<file path="config.mk">
export PLATFORM = sky130hd
export DESIGN_NAME = sd_wb_byte_aligner
export DESIGN_NICKNAME = d
export VERILOG_FILES = /design/src/rtl/sd_wb_byte_aligner.sv
export SDC_FILE = /design/constraint.sdc
export NUM_CORES = 1
export LEC_CHECK = 0
export CAP_MARGIN = 20
export CORE_MARGIN = 3
export CORE_UTILIZATION = 40
export DETAILED_ROUTE_END_ITERATION = 12
export PLACE_DENSITY = 0.72
export SYNTH_ARGS = -nofsm -noshare
export SYNTH_HDL_FRONTEND = slang
export SYNTH_SLANG_ARGS = --single-unit
export TNS_END_PERCENT = 100
</file>
<file path="constraint.sdc">
create_clock -name wb_clk -period 9.2 [get_ports wb_clk]
set_input_delay 0.92 -clock wb_clk [delete_from_list [all_inputs] [get_ports wb_clk]]
set_output_delay 0.92 -clock wb_clk [all_outputs]
set_load 0.1 [all_outputs]
</file>
<file path="src/rtl/sd_wb_byte_aligner.sv">
// Repacks big-endian memory words, fetched from a possibly unaligned byte address,
// into contiguous MSB-aligned 32-bit words covering exactly the transfer window.
module sd_wb_byte_aligner #(
    parameter int XFER_W = 28
) (
    input  logic              wb_clk,
    input  logic              rst,
    input  logic              start,
    input  logic [31:0]       base_adr_i,
    input  logic [XFER_W-1:0] xfersize,
    input  logic [31:0]       in_data,
    input  logic              in_valid,
    output logic              in_ready,
    output logic [31:0]       out_data,
    output logic [2:0]        out_bytes,
    output logic              out_last,
    output logic              out_valid,
    input  logic              out_ready,
    output logic              busy,
    output logic              done
);

    typedef enum logic [2:0] {
        S_IDLE,
        S_RUN,
        S_FLUSH,
        S_WAIT,
        S_DONE
    } state_t;

    state_t state, state_nxt;

    logic [1:0]        off;
    logic              first;
    logic [XFER_W-1:0] rem;
    logic [XFER_W:0]   words;
    logic [23:0]       acc;
    logic [1:0]        acc_cnt;

    logic              out_free;
    logic              accept;
    logic              final_word;
    logic [1:0]        lane_start;
    logic [2:0]        avail;
    logic [2:0]        n;
    logic [2:0]        total;
    logic [31:0]       shifted;
    logic [31:0]       clipped;
    logic [55:0]       merged;
    logic [XFER_W+1:0] span;
    logic [XFER_W:0]   words_init;
    logic              unused_bits;

    // Keeps the top nb byte lanes of a word.
    function automatic logic [31:0] lane_mask(input logic [2:0] nb);
        case (nb)
            3'd1:    lane_mask = 32'hFF00_0000;
            3'd2:    lane_mask = 32'hFFFF_0000;
            3'd3:    lane_mask = 32'hFFFF_FF00;
            3'd4:    lane_mask = 32'hFFFF_FFFF;
            default: lane_mask = 32'h0000_0000;
        endcase
    endfunction

    // Clips the lanes a word offers to the bytes still owed to the transfer.
    function automatic logic [2:0] clip_count(input logic [2:0] offered,
                                              input logic [XFER_W-1:0] left);
        if (left < XFER_W'(offered))
            clip_count = left[2:0];
        else
            clip_count = offered;
    endfunction

    assign span        = (XFER_W+2)'(xfersize) + (XFER_W+2)'(base_adr_i[1:0]) + (XFER_W+2)'(3);
    assign words_init  = (XFER_W+1)'(span[XFER_W+1:2]);
    assign unused_bits = ^{base_adr_i[31:2], span[1:0]};

    assign out_free   = !out_valid || out_ready;
    assign in_ready   = (state == S_RUN) && (words != '0) && out_free;
    assign accept     = in_valid && in_ready;
    assign final_word = (words == (XFER_W+1)'(1));

    // Align the window's first lane to the MSB, then append behind the held bytes.
    assign lane_start = first ? off : 2'd0;
    assign avail      = 3'd4 - {1'b0, lane_start};
    assign n          = clip_count(avail, rem);
    assign shifted    = in_data << {lane_start, 3'b000};
    assign clipped    = shifted & lane_mask(n);
    assign merged     = {acc, 32'h0} | ({clipped, 24'h0} >> {acc_cnt, 3'b000});
    assign total      = {1'b0, acc_cnt} + n;

    always_ff @(posedge wb_clk or posedge rst) begin
        if (rst)
            state <= S_IDLE;
        else
            state <= state_nxt;
    end

    always_comb begin
        state_nxt = state;
        busy      = 1'b0;
        done      = 1'b0;
        case (state)
            S_IDLE: begin
                if (start)
                    state_nxt = (xfersize == '0) ? S_DONE : S_RUN;
            end
            S_RUN: begin
                busy = 1'b1;
                if (accept && final_word)
                    state_nxt = (total > 3'd4) ? S_FLUSH : S_WAIT;
            end
            S_FLUSH: begin
                busy = 1'b1;
                if (out_free)
                    state_nxt = S_WAIT;
            end
            S_WAIT: begin
                busy = 1'b1;
                if (out_valid && out_ready && out_last)
                    state_nxt = S_DONE;
            end
            S_DONE: begin
                done      = 1'b1;
                state_nxt = S_IDLE;
            end
            default: state_nxt = S_IDLE;
        endcase
    end

    always_ff @(posedge wb_clk or posedge rst) begin
        if (rst) begin
            off       <= 2'd0;
            first     <= 1'b0;
            rem       <= '0;
            words     <= '0;
            acc       <= 24'h0;
            acc_cnt   <= 2'd0;
            out_data  <= 32'h0;
            out_bytes <= 3'd0;
            out_last  <= 1'b0;
            out_valid <= 1'b0;
        end else begin
            // A consumed word empties the register unless a reload below refills it.
            if (out_valid && out_ready)
                out_valid <= 1'b0;
            case (state)
                S_IDLE: begin
                    if (start) begin
                        off     <= base_adr_i[1:0];
                        rem     <= xfersize;
                        words   <= words_init;
                        first   <= 1'b1;
                        acc     <= 24'h0;
                        acc_cnt <= 2'd0;
                    end
                end
                S_RUN: begin
                    if (accept) begin
                        first <= 1'b0;
                        rem   <= rem - XFER_W'(n);
                        words <= words - (XFER_W+1)'(1);
                        if (total >= 3'd4) begin
                            out_data  <= merged[55:24];
                            out_bytes <= 3'd4;
                            out_last  <= final_word && (total == 3'd4);
                            out_valid <= 1'b1;
                            acc       <= merged[23:0];
                            acc_cnt   <= 2'(total - 3'd4);
                        end else if (final_word) begin
                            out_data  <= merged[55:24];
                            out_bytes <= total;
                            out_last  <= 1'b1;
                            out_valid <= 1'b1;
                            acc       <= 24'h0;
                            acc_cnt   <= 2'd0;
                        end else begin
                            acc     <= merged[55:32];
                            acc_cnt <= total[1:0];
                        end
                    end
                end
                S_FLUSH: begin
                    if (out_free) begin
                        out_data  <= {acc, 8'h00};
                        out_bytes <= {1'b0, acc_cnt};
                        out_last  <= 1'b1;
                        out_valid <= 1'b1;
                        acc       <= 24'h0;
                        acc_cnt   <= 2'd0;
                    end
                end
                default: ;
            endcase
        end
    end

endmodule

</file>
# After elaboration in Yosys (flattened, before gate mapping)
# Index checks and enable logic that the tools add are counted.
dict set report totals {
  memories 0
  latch_bits 0
  romBits 0
  ram_bits 0
  word_cells 116
  out_inout_bits 40
  in_bits 97
  ff_bits 126
}
dict set report op_classes {
  addsub 7
  mul 0
  shift 2
  reduce_logical 21
  muxes 54
  eq_ne 16
  n_lt_le_gt_ge 3
  bitwise 2
  n_div 0
}
# cell count
set op_table {}
lappend op_table {{$mux W32} 4}
lappend op_table {{$pmux W32 S4} 1}
lappend op_table {{$mux W24} 5}
lappend op_table {{$pmux W24 S3} 1}
lappend op_table {{$pmux W32 S2} 1}
lappend op_table {{$mux W29} 2}
lappend op_table {{$pmux W29 S2} 1}
lappend op_table {{$mux W28} 2}
lappend op_table {{$or A56 B56 Y56} 1}
lappend op_table {{$pmux W28 S2} 1}
lappend op_table {{$shr A56 B5 Y56} 1}
lappend op_table {{$and A32 B32 Y32} 1}
lappend op_table {{$shl A32 B5 Y32} 1}
lappend op_table {{$add A29 B2 Y30 const B} 1}
lappend op_table {{$mux W3} 10}
lappend op_table {{$add A28 B2 Y29} 1}
lappend op_table {{$eq A29 B1 Y1 const B} 1}
lappend op_table {{$reduce_bool A29 Y1} 1}
lappend op_table {{$sub A29 B1 Y29 const B} 1}
lappend op_table {{$logic_not A28 Y1} 1}
lappend op_table {{$lt A28 B3 Y1} 1}
lappend op_table {{$sub A28 B3 Y28} 1}
lappend op_table {{$mux W1} 14}
lappend op_table {{$eq A3 B2 Y1 const B} 4}
lappend op_table {{25 further kinds} 47}

# Longest topological paths before layout
# Gate-level depths: netlist of run 1.
dict set report logic_depth {
  depth_word 13
  mapped_depth 24
  ltp_nobuf 19
}

# Least setup slack after synthesis of run 1
# No wires, ideal clock.
dict set report synth_path {
  path_type {register -> register}
  from {register first}
  to {register acc[0]}
  path_buffers 5
  slack_ps 3913
  stages_incl_launch_ff 24
  arrival_time_ps 5209
  path_cell_list {dfrtp_1 > clkbuf_1 > nand2_1 > clkbuf_1 > ha_1 > clkinv_1 > ha_1 > inv_1 > a311oi_1 > a211o_1 > buf_4 > nor2_1 > nand2_1 > o21ai_0 > ha_1 > fa_1 > nor2b_1 > o211ai_1 > nand3_1 > nor2_2 > nor2b_1 > clkbuf_1 > buf_2 > o2bb2ai_1}
}
dict set report synth_via {
  elab_chain_cells 13
  elab_cells_between_ends 19
  classes_between {add/sub: 2; order compare: 2; eq/ne: 4; shift: 2; mux: 7; bitwise: 2}
}
# element line
set synth_lines {}
lappend synth_lines {{start: declaration} 34} ;# logic first;
lappend synth_lines {{start signal: assignment} 134} ;# first <= 1'b0;
lappend synth_lines {{start signal: assignment} 153} ;# first <= 1'b1;
lappend synth_lines {{start signal: assignment} 160} ;# first <= 1'b0;
lappend synth_lines {{$mux W2 (*)} 84} ;# assign lane_start = first ? off : 2'd0;
lappend synth_lines {{$sub A3 B2 Y3} 85} ;# assign avail = 3'd4 - {1'b0, lane_start};
lappend synth_lines {{$lt A28 B3 Y1} 68} ;# if (left < XFER_W'(offered))
lappend synth_lines {{$mux W3} 68}
lappend synth_lines {{$eq A3 B3 Y1 (tied with other cells)} 56} ;# case (nb)
lappend synth_lines {{$pmux W32 S4} 56}
lappend synth_lines {{$and A32 B32 Y32} 88} ;# assign clipped = shifted & lane_mask(n);
lappend synth_lines {{$shr A56 B5 Y56} 89} ;# assign merged = {acc, 32'h0} | ({clipped, 24'h0} >> {acc_cnt, 3'b000});
lappend synth_lines {{$or A56 B56 Y56} 89}
lappend synth_lines {{$mux W24} 170} ;# end else if (final_word) begin
lappend synth_lines {{$mux W24 (*)} 163} ;# if (total >= 3'd4) begin
lappend synth_lines {{$mux W24 (*)} 159} ;# if (accept) begin
lappend synth_lines {{$pmux W24 S3 (*)} 147} ;# case (state)
lappend synth_lines {{end signal: assignment} 168} ;# acc <= merged[23:0];
lappend synth_lines {{end signal: assignment} 178} ;# acc <= merged[55:32];
lappend synth_lines {{end: declaration} 37} ;# logic [23:0] acc;
# Mark *: on every way between the ends. The rest lies on a longest branch, timed or not. The select of a mux whose other input is x is not followed.
# A chain may end at the register's enable or synchronous reset.

# Final worst setup path of run 1
dict set report layout_path {
  from {register first}
  to {register acc[7]}
}
# Same word-level chain as after synthesis.

==> results of run 1 <==
cells in the final DEF, fill, tap and decap left out, drive strengths merged, types with 16 or more instances in the layout:
| master | instances |
|---|---|
| dfrtp | 126 |
| nor2 | 114 |
| inv | 28 |
| a21oi | 92 |
| a22o | 24 |
| o22ai | 34 |
| clkbuf | 19 |
| a22oi | 31 |
| nand3 | 42 |
| clkdlybuf4s50 | 106 |
| a221o | 19 |
| nor3 | 54 |
| nand2 | 98 |
| mux2i | 16 |
| o21ai | 68 |
| nor4 | 23 |
logic make-up after synthesis:
family / share of synthesized area, %
flip-flops: 35.9
multiplexers: 2.85
buffers and inverters: 4.48
AO/OA/AOI/OAI: 29.1
AND/OR/NAND/NOR: 23.2
XOR/XNOR: 2.79
adder cells (fa/ha/maj): 1.74
metal layers:
layer | routed length (µm) | share of wire, % | GRT usage (%)
met2 | 13600 | 46 | 38.6
met5 | 0 | 0 | 0
met3 | 2570 | 8.7 | 4.84
met4 | 916 | 3.1 | 8.37
met1 | 12400 | 42 | 33.1
sequential cells by signal, summed over array words and instances (netlist names):
| signal | cells |
|---|---|
| out_data | 32 |
| state | 3 |
| out_valid | 1 |
| off | 2 |
| rem | 28 |
| first | 1 |
| acc | 24 |
| acc_cnt | 2 |
| words | 29 |
| out_bytes | 3 |
| out_last | 1 |
power by group:
group          switching, mW  internal, mW  total, mW
clock                  0.281         0.525      0.806
combinational          0.763         0.331       1.09
sequential             0.138         0.677      0.815
how the worst max path moves through the flow:
stage | start | to | slack (ns) | cells after the start
global placement | first | acc[4] | 2.53 | 18
detailed placement | first | acc[0] | 2.45 | 18
global route | first | acc[18] | 1.88 | 17
finish | first | acc[7] | 2.32 | 18
floorplan | first | acc[0] | 3.91 | 23
CTS | first | acc[17] | 2.41 | 17
Yosys cell counts, types with 19 or more instances:
cell	count
inv_1	27
nand2_1	98
nor4_1	22
nand3_1	42
a22o_1	24
nor3_1	51
clkbuf_1	49
a221o_1	19
o22ai_1	33
nor2_1	112
dfrtp_1	126
o21ai_0	67
a22oi_1	31
a21oi_1	91
per-stage QoR:
stage | hold WS, ns | cells | power (mW) | worst slack (ns) | utilization, %
global route | 0.498 | 1425 | 2.83 | 1.88 | 50.3
floorplan | 0.450 | 1067 | 1.59 | 3.91 | -
global placement | 0.468 | 1392 | 1.88 | 2.53 | 47.0
finish | 0.486 | 1425 | 2.72 | 2.32 | 50.3
detailed placement | 0.475 | 1393 | 1.90 | 2.45 | 47.1
CTS | 0.487 | 1425 | 2.71 | 2.41 | 50.3
cell type report:
| cell class | instances | area share, % |
|---|---|---|
| Tap cell | 275 | 3.21 |
| Inverter | 28 | 1.00 |
| Timing Repair Buffer | 118 | 10.8 |
| Clock inverter | 13 | 2.20 |
| Sequential cell | 126 | 29.4 |
| Clock buffer | 19 | 4.23 |
| Multi-Input combinational cell | 846 | 49.2 |
==> impl_results.md, run 1 <==
* Status: finished, final reports clean
* Final hold violation count at 0
* H-tree level count at 4
* CP top delay family: simple AND/OR/NAND/NOR gates
* Total grt overflow at 0
* Post-synth EDFFs at 0
* Clock tree sinks at 126
* IO Port Bufs at around 110
* Final setup violation count at 0
* Synth Flop Type: dfrtp_1
* DRC at 0
* Sequential fraction of the synthesis area at approximately 36%
* Highest Clock Rate at 0.145 GHz
* Number of inserted diodes at 0
* Multi-input logic area at 0.00527 mm²
* Finished Cell Area at 0.0107 mm²
* Worst reg2reg path startpoint: first
* Synth top area share at 35.9%
* Fill cells at 2025
* # hold bufs at CTS at 0
* Inserted Clock Buffers at 17
* Clk Latency, worst-skew pair at 0.43 ns
* Critical-path cell list: nand2_1 > ha_1 > clkinv_1 > ha_1 > inv_1 > a311oi_1 > a211o_1 > nor2_1 > nand2_1 > o21ai_0 > ha_1 > fa_1 > nor2b_1 > o211ai_1 > and2_1 > or2_1 > nor3_2 > o2bb2ai_1
* Critical Path Most Common Cell: ha_1
* R2r endpoint: acc[7]
* Area contributors post-synth: dfrtp_1, a21oi_1, nor2_1, nand2_1, o21ai_0
* Max_cap viols at 0
* RePlAce Congestion at 0.984
* TNS Setup at 0 ns
* Max incr delay on CP at ~0.82 ns
* Critical Path RT at between 9 and 10 ns
* Hold path startpoint: acc[19]
* CTS tree: built
* Post-Syn Nets at 1175
* Mapped Area at 0.00879 mm²
* Max_slew headroom at 23.2%
* VDD IR max at 0.134 mV
* Tot GR Track Use at 24.2%
* FF+latch count, synth at ~130
* CP arrival at between 7 and 8 ns
* RSZ-0062 raised after global routing: false
* Final setup skew at 0.0118 ns
* WL final at 29500 µm
* Layout cells sized above 1 at 6.78%
* FF+latch area at 0.00315 mm²
* Area leader, netlist: dfrtp_1
* Core Area at around 0.021 mm²
* R2R Setup Slk at ~2.3 ns
* P_leak at 4.26 nW
* Die Y at 154 µm
* Crit path max-delay cell type: nand2_1
* Final Max Tran Viols at 0
* DRT antenna net count at 0
* Clk Tree Root Cell: clkbuf_16
* Detailed Place HPWL at slightly above 20000 µm
* Synth Area per Inst at 8.24 µm²
* Initial Utilization at roughly two fifths
* Die Footprint at 0.0238 mm²
* Final nets at 1245
* Number of synthesis warnings at 0
* Clk slew on worst S/H paths at 0.07 ns
* Hold EP: out_data[27]
* Period utilization at 74.8%
* Crit path time final at 6.88 ns
* Pwr dens at ~250 mW/mm²
* DRT iter0 DRCs at between 800 and 900
* CP Launch Type: flip-flop
* Layout overhead on the synthesized area at 21.8%
* Die W at 154 µm
* Synthesized instance count at 1067
* Vias post-DR at roughly 9200
* DP Area at 0.0100 mm²
* Post-CTS Resized at 0
* CP Class: reg2reg
* Pre-antenna DRT Iters at 5
* Post-CTS setup buffers at 0
* Number of stages on the worst hold path at 1
* WP buf/inv at 2
* Min-Delay Path Class: reg2reg
* Boundary Pins at 137
* Unique masters post-synth at 76
* Antenna violations before repair at 0
* CP endpoint kind: flip-flop
* Vias in the first global route at approximately 8500
* Largest net degree at the start of global routing at 68
* Crit Path Max Fanout at 22
* First-pass GRT wire length at around 47000 µm
* Async set-reset flop share out of synthesis at 100%
* WL/cell at roughly 21 µm
* Worst-margin pin slew at ~1.1 ns
* Via/cell ratio at 6.46
* FF-to-FF path depth at 18
* Worst-case clock buffer depth at 2
* Std-Cell Rows at 53
Power figures use the tool's default switching activity.
==> run 2, diff against run 1 <==
Settings changed: PLACE_DENSITY 0.72 to 0.75.
Clock period 9.2 ns to 5.6 ns, I/O delays scaled along.
==> run 2 against run 1 <==
Final area down 0.36%. Sequential cell count unchanged. Cell count up 0.70%. Critical path type unchanged. Critical endpoint unchanged.
==> impl_results.md, run 2 (same netlist as run 1, synthesis figures left out) <==
* H-tree level count at 4
* Number of inserted diodes at 0
* Final setup skew at 0.0185 ns
* First-pass GRT wire length at 47500 µm
* Critical-path cell list: nand2_1 > ha_1 > clkinv_1 > ha_1 > inv_1 > a311oi_1 > a211o_1 > buf_4 > nor2_1 > nand2_1 > o21ai_0 > ha_1 > fa_1 > nor2b_1 > o211ai_1 > and2_1 > buf_4 > or2_1 > nor3_2 > o2bb2ai_1
* Clock tree sinks at around 130
* Switching part of the total at 46.1%
* Worst reg2reg path startpoint: off[1]
* Clk Tree Root Cell: clkbuf_16
* Finished Layout Cells at 1435
* TNS Setup at 0 ns
* Crit path max-delay cell type: nor3_2
* P_int at 2.29 mW
* IO Port Bufs at 106
* Clk pwr share at a little over a quarter
* Period utilization at 92.3%
* Largest net degree at the start of global routing at 66
* Critical Path RT at 5.95 ns
* Via/cell ratio at 6.50
* Detailed Place HPWL at 21000 µm
* Post-CTS Resized at 0
* Status: finished, final reports clean
* WL final at 30300 µm
* Crit path time final at 5.17 ns
* CP Class: reg2reg
* DRC at 0
* Most frequent cells in the layout: dfrtp_1, nor2_1, clkdlybuf4s50_1
* Max FFs per register at 32
* CP arrival at between 5 and 6 ns
* DRT antenna net count at 0
* RSZ-0062 raised after global routing: false
* CP Launch Type: flip-flop
* Global route hottest layer: met2
* Final nets at 1255
* Vias post-DR at 9321
* Max_slew headroom at 23.4%
* Switching power at ~2.0 mW
* Met2 Use GR at 38.9%
* Min-Delay Path Class: reg2reg
* Post-CTS setup buffers at 0
* Pwr dens at 399 mW/mm²
* Total grt overflow at 0
* Hold slack final at roughly 0.48 ns
* Hold path startpoint: words[14]
* Highest Clock Rate at approximately 0.19 GHz
* DP Area at between 0.01 and 0.015 mm²
* Largest regs: out_data (32), words (29), rem (28)
* Die W at 154 µm
* # hold bufs at CTS at 0
* Seq pwr share at 31.6%
* Vias in the first global route at 8639
* Largest Register: out_data
* Crit Path Max Fanout at 22
* Part of the power in combinational logic at 42.0%
* Max_cap viols at 0
* DRT iter0 DRCs at between 1000 and 1500
* CP endpoint kind: flip-flop
* CP top delay family: simple AND/OR/NAND/NOR gates
* CTS tree: built
* Max incr delay on CP at 0.60 ns
* GR Util met3 at 5.65%
* Finished Cell Area at 0.0107 mm²
* Final setup violation count at 0
* Initial Utilization at roughly 41%
* Met1 GRT Util at 32.8%
* RePlAce Congestion at 0.955
* Die Y at roughly 150 µm
* Commonest non-fill, non-tap cell in the layout: dfrtp_1
* Inserted Clock Buffers at 17
* WL/cell at 21.1 µm
* Pre-antenna DRT Iters at 6
* Layout overhead on the synthesized area at 21.4%
* P_leak at 4.26 nW
* Post-Place Worst Slack at 0.487 ns
* Final worst setup slack at about 0.43 ns
* Tot GR Track Use at 24.8%
* Antenna violations before repair at 0
* Final hold violation count at 0
* Clk slew on worst S/H paths at around 0.060 ns
* Worst Setup SP: off[1]
* Core Area at 0.0213 mm²
* Pwr Total at 4.25 mW
* Worst-case clock buffer depth at 2
* Layout cells sized above 1 at 7.50%
* Std-Cell Rows at 53
* Worst-margin pin slew at ~1.1 ns
* Layout Utilization at between 50% and 60%
* WP buf/inv at 4
* Clk Latency, worst-skew pair at 0.44 ns
* Die Footprint at 0.0238 mm²
* Critical Path Most Common Cell: ha_1
* Boundary Pins at between 100 and 150
* Post-Place Cells at ~1400
* VDD IR max at 0.246 mV
* Final Max Tran Viols at 0
## run 2: worst paths after layout
| kind | cells after the start | slack, ns | end |
|---|---|---|---|
| worst max-delay path | 20 | 0.43 | acc[7] |
| worst min-delay path | 2 | 0.48 | words[14] |
| worst max register to register | 20 | 0.43 | acc[7] |
| worst min register to register | 2 | 0.48 | words[14] |
| max in group asynchronous | 3 | 4.06 | state[1] |
| min in group asynchronous | 2 | 0.50 | acc[11] |
## run 2: power by group through the flow
stage | clock network (mW) | registers, mW | logic [mW]
floorplan | 0 | 1.89 | 0.724
global placement | 0 | 1.34 | 1.75
detailed placement | 0 | 1.35 | 1.77
CTS | 1.13 | 1.33 | 1.77
global route | 1.17 | 1.37 | 1.89
finish | 1.12 | 1.35 | 1.79
## run 2: cell type report
cell class                 count  area, µm²
multi-input combinational    846       5260
clock inverter                14        144
sequential                   126       3150
tap                          275        344
clock buffer                  18        439
inverter                      28        108
fill                        1962      10600
timing repair buffer         128       1230
## run 2: worst min-delay path: cells and delay by family, from the launching register on
kind	cells	cell delay, ns
AND/OR/NAND/NOR	1	0.04
flip-flops	1	0.34
AO/OA/AOI/OAI	1	0.06
## run 2: routing by layer
| metal | share of wire [%] | vias to the layer above |
|---|---|---|
| met1 | 40 | 4468 |
| met4 | 4.2 | 0 |
| met5 | 0 | - |
| li1 | - | 4203 |
| met2 | 46 | 558 |
| met3 | 9.3 | 92 |
